### src/rtl/seu_count_readout.sv
// Reader side of the triplicated SEU counter: snapshots the free-running count, reports the
// events since the previous snapshot and a saturating running total over a valid/ready handshake.
module seu_count_readout #(
   parameter int unsigned SEUCNTWIDTH = 8,
   parameter int unsigned ACCWIDTH    = 16,
   parameter int unsigned PERIOD      = 1024
) (
   input  logic                   clk,
   input  logic                   rst,
   input  logic [SEUCNTWIDTH-1:0] seuCount,
   output logic                   seuCountRst,
   input  logic                   req,
   input  logic                   clr,
   output logic                   valid,
   input  logic                   ready,
   output logic [SEUCNTWIDTH-1:0] delta,
   output logic [ACCWIDTH-1:0]    total,
   output logic                   overflow
);

   localparam int unsigned TIMERWIDTH = (PERIOD > 1) ? $clog2(PERIOD) : 1;
   localparam int unsigned TIMERLAST  = (PERIOD > 0) ? PERIOD - 1 : 0;
   localparam int unsigned SUMWIDTH   = ACCWIDTH + 1;

   typedef enum logic [1:0] {CLEAR, IDLE, SAMPLE, PRESENT} stateType;

   stateType               state;
   logic                   clrCnt;
   logic                   pending;
   logic [SEUCNTWIDTH-1:0] last;
   logic [TIMERWIDTH-1:0]  timer;

   logic                   timerExpire;
   logic [SEUCNTWIDTH-1:0] deltaNew;
   logic [SUMWIDTH-1:0]    sumWide;

   // Modulo subtraction gives the right event count across a single counter wrap.
   always_comb begin
      timerExpire = (PERIOD != 0) && (state != CLEAR) && (timer == TIMERWIDTH'(TIMERLAST));
      deltaNew    = seuCount - last;
      sumWide     = {1'b0, total} + SUMWIDTH'(deltaNew);
   end

   // NOTE: all state here uses non-blocking assignments so every branch reads pre-edge values.
   always_ff @(posedge clk) begin
      if (rst || clr) begin
         state       <= CLEAR;
         clrCnt      <= 1'b0;
         seuCountRst <= 1'b1;
         valid       <= 1'b0;
         total       <= '0;
         overflow    <= 1'b0;
         last        <= '0;
         pending     <= 1'b0;
         timer       <= '0;
         if (rst) delta <= '0;
      end else begin
         if (state == CLEAR || PERIOD == 0 || timerExpire) timer <= '0;
         else                                              timer <= timer + TIMERWIDTH'(1);

         // A new request on the edge that leaves IDLE is kept for a following snapshot.
         if (state != CLEAR) begin
            if (req || timerExpire) pending <= 1'b1;
            else if (state == IDLE) pending <= 1'b0;
         end

         case (state)
            CLEAR: begin
               seuCountRst <= 1'b0;
               clrCnt      <= 1'b1;
               if (clrCnt) begin
                  clrCnt <= 1'b0;
                  state  <= IDLE;
               end
            end
            IDLE: begin
               if (pending) state <= SAMPLE;
            end
            SAMPLE: begin
               delta <= deltaNew;
               last  <= seuCount;
               if (sumWide[ACCWIDTH]) begin
                  total    <= '1;
                  overflow <= 1'b1;
               end else begin
                  total <= sumWide[ACCWIDTH-1:0];
               end
               valid <= 1'b1;
               state <= PRESENT;
            end
            PRESENT: begin
               if (ready) begin
                  valid <= 1'b0;
                  state <= IDLE;
               end
            end
            default: state <= CLEAR;
         endcase
      end
   end

endmodule

### config.mk
export PLATFORM = sky130hd
export DESIGN_NAME = seu_count_readout
export DESIGN_NICKNAME = d
export VERILOG_FILES = /design/src/rtl/seu_count_readout.sv
export SDC_FILE = /design/constraint.sdc
export NUM_CORES = 1
export LEC_CHECK = 0
export ABC_AREA = 1
export BUFFER_PORTS_ARGS = -buffer_cell sky130_fd_sc_hd__buf_2
export CAP_MARGIN = 40
export CORE_UTILIZATION = 40
export CTS_BUF_LIST = sky130_fd_sc_hd__clkbuf_16
export DETAILED_ROUTE_END_ITERATION = 6
export PLACE_DENSITY_LB_ADDON = 0.12
export SKIP_CTS_REPAIR_TIMING = 1
export SYNTH_ARGS = -nofsm -noshare
export SYNTH_HDL_FRONTEND = slang
export SYNTH_SLANG_ARGS = --single-unit
### constraint.sdc
create_clock -name clk -period 5.1 [get_ports clk]
set_input_delay 0.255 -clock clk [delete_from_list [all_inputs] [get_ports clk]]
set_output_delay 0.255 -clock clk [all_outputs]
set_load 0.01 [all_outputs]
==> key figures <==
Pwr
  • Power density over cell area: about 270 mW/mm^2
  • Switching share of power: 26.5%
  • Worst VDD drop: ~170 uV
  • Clock power share: 39.1%
  • Net Switching: around 240 uW
  • Int Pwr: approximately 670 uW
  • Sequential Power Share: ~45%
  • Comb power frac: ~16%
  • LEAKAGE: between 0.0015 and 0.002 uW

Route
  • DRT Pass-1 Iters: 4
  • Post-route ant nets: 0
  • Vias per inst: ~4.7
  • Final wirelength: about 6.0 mm
  • Starting DRC count in detailed routing: 112
  • Vias: 2461
  • Residual DRC: 0
  • Routed length per instance: between 10 and 15 microns

Synthesis
  • Synth warn: 0
  • EDFF count, synth: 8
  • Netlist cell types: 35
  • Synth area leader: dfxtp_1
  • Ys flop type: dfxtp_1
  • FF+latch count, synth: 49
  • Largest cells by area after synthesis: dfxtp_1, ha_1, edfxtp_1
  • Async set or reset register ratio after synthesis: 0%
  • Synthesized Nets: between 400 and 500
  • Seq/Total Area, Yosys: between 30% and 40%
  • Post-synth top cells: nand2_1, inv_1, nor2_1
  • Post-synthesis cell count: approximately 380
  • Most common cell in the synthesized netlist: nand2_1
  • Synthesized area: between 0.002 and 0.003 sq mm
  • Syn avg cell area: 7.57 sq um
  • Yosys top cell area share: between 20 and 30%

GRT
  • M3 GR Usage: under 10%
  • Vias in the first global route: 2229
  • M1 GR Usage: between 20 and 25%
  • GRT Max-Usage Layer: met2
  • Initial antenna violation count: 0
  • GR Util met2: about 28%
  • Global-route wire length before repair: between 10 and 15 mm
  • Pin count of the biggest net entering global routing: 27
  • GRT Resource Usage Total: between 10% and 20%
  • Remaining global-route overflow: 0

Finish
  • Area grow syn2layout: 15.7%
  • Non-filler cells, final: around 520
  • Layout Nets: roughly 460
  • Fraction of layout cells with a size suffix above 1: 19.1%
  • Antenna cells: 0
  • Util after Layout: between 40% and 50%

Floorplanning
  • Die height: just under 90 microns
  • Initial Utilization: approximately 42%
  • Core ar.: between 0.006 and 0.007 sq mm
  • I/O pins: 40
  • Die width: 87.3 microns
  • DIE AREA: around 0.0076 sq mm
  • Site row count: 30

Clock tree
  • Htree depth: 2
  • Clk Latency, worst-skew pair: 0.29 ns
  • CTS tree: done
  • CTS Buf Count: 5
  • Worst-path clk slew: around 0.07 ns
  • Maximum clock path buffer count: 2
  • Clk root buf: clkbuf_16
  • Sinks on the clock net: 49

Setup path
  • R2R depth: 20
  • WS Path Type: flop to flop
  • Crit path from: last[0]
  • Worst Path Required: 5.25 ns
  • Startpoint Class: flop
  • RR Endpoint: total[13]
  • Crit path DAT: 3.00 ns
  • Worst Path Max Fanout: 5
  • R2R Setup Slk: about 2.3 ns
  • Crit. End Element: flop
  • RR Startpoint: last[0]

Placement
  • Placed cells: roughly 510
  • HPWL after detailed placement: 4.55 mm
  • Placer congestion estimate: just over 0.8
  • Pre-CTS setup slack: between 2 and 2.5 ns
  • I/O Buffers: 39

STA
  • Slew margin rel.: between 40% and 50%
  • F_max: between 0.3 and 0.4 GHz
  • Final min period: ~2.8 ns
  • Final setup violation count: 0
  • Min Hold Slack: ~0.23 ns
  • Final Skew: roughly 0.0076 ns
  • Actual slew at the worst max-slew pin: 0.813 ns
  • Final worst slack: 2.26 ns
  • Setup TNS Final: 0 ns
  • Slew Limit Fails: 0
  • Crit share post-route: between 50 and 60%
  • Fin. Hold Viols: 0
  • RSZ-0062 raised after global routing: no

Worst hold path
  • Min-delay worst type: input port to flop
  • HP Start: ready
  • End of the worst hold path: valid
  • Hold-critical path depth: 4

Run
  • Max-Cap Viols: 0

Run status
  • Status: finished clean
critical path: stages, from the launching register on:
cell and delay [ns]:
dfxtp_1 0.33, ha_1 0.14, inv_1 0.05, fa_1 0.41
nand2_1 0.08, inv_1 0.06, o21ai_0 0.16, nand2_1 0.08
xor2_1 0.18, inv_1 0.07, ha_1 0.35, nand2_1 0.14
inv_1 0.07, nand2_1 0.06, nand2_1 0.05, nand2_1 0.05
nand3_1 0.15, nand3_1 0.12, nand2_1 0.05, nor2_1 0.08
nor2_1 0.04
layout make-up:
class | count | area (sq um)
Tap cell | 96 | 120
Sequential cell | 49 | 1060
Inverter | 65 | 244
Fill cell | 710 | 3540
Clock buffer | 6 | 150
Clock inverter | 2 | 12.5
Timing Repair Buffer | 41 | 210
Multi-Input combinational cell | 262 | 1570
power by group through the flow:
stage	combinational, uW	clock [uW]	sequential, uW
2_1_floorplan	102	0	424
4_1_cts	143	367	412
5_1_grt	161	381	413
3_5_place_dp	142	0	421
6_report	142	355	412
3_3_place_gp	141	0	421
per-layer routing:
layer,vias up,wire [microns]
li1,1313,-
met1,1102,3010
met2,41,2720
met3,5,235
met4,0,48
met5,-,0
worst max path at each step:
| stage | cells past startpoint | end | slack, ns |
|---|---|---|---|
| after global placement | 22 | total[13] | 2.16 |
| after floorplan | 21 | total[11] | 2.59 |
| after CTS | 20 | total[13] | 2.25 |
| after detailed placement | 22 | total[13] | 2.16 |
| final | 20 | total[13] | 2.26 |
| after global routing | 17 | total[15] | 1.98 |
kinds of logic after synthesis:
logic type / Yosys count / synth area share, %
and+or+nand+nor: 166 / 28.1
buffers and inverters: 73 / 9.68
AOI/OAI and AO/OA: 59 / 11.2
DFF: 49 / 36.5
adders and majority gates: 22 / 9.98
xor gates and xnor gates: 15 / 4.52
cell usage in the layout (no fill, tap or decap), types with 2 or more instances in the layout:
master	count
a21o_1	2
a21oi_1	25
a21oi_2	2
a31oi_1	4
buf_2	39
buf_4	2
clkbuf_16	6
dfxtp_1	41
edfxtp_1	8
fa_1	2
ha_1	20
inv_1	60
inv_2	6
nand2_1	61
nand2_2	8
nand2_4	2
nand3_1	23
nand3_2	3
nand4_1	5
nor2_1	46
nor2_4	3
nor3_1	6
nor4_2	2
o21ai_0	13
o21ai_1	10
o21bai_1	2
xnor2_1	7
xor2_1	8
metrics by stage:
| stage | total power (uW) | instance area [sq um] |
|---|---|---|
| after floorplan | 525 | 2910 |
| after global placement | 562 | 3200 |
| after detailed placement | 563 | 3200 |
| after CTS | 922 | 3360 |
| after global routing | 956 | 3360 |
| final | 909 | 3360 |
flip-flops by register name, indices dropped and copies added, names as in the netlist:
name	cells
total	16
timer	10
delta	8
last	8
state	2
clrCnt	1
overflow	1
pending	1
seuCountRst	1
valid	1
Note: power is estimated with default switching activity, not from simulation.
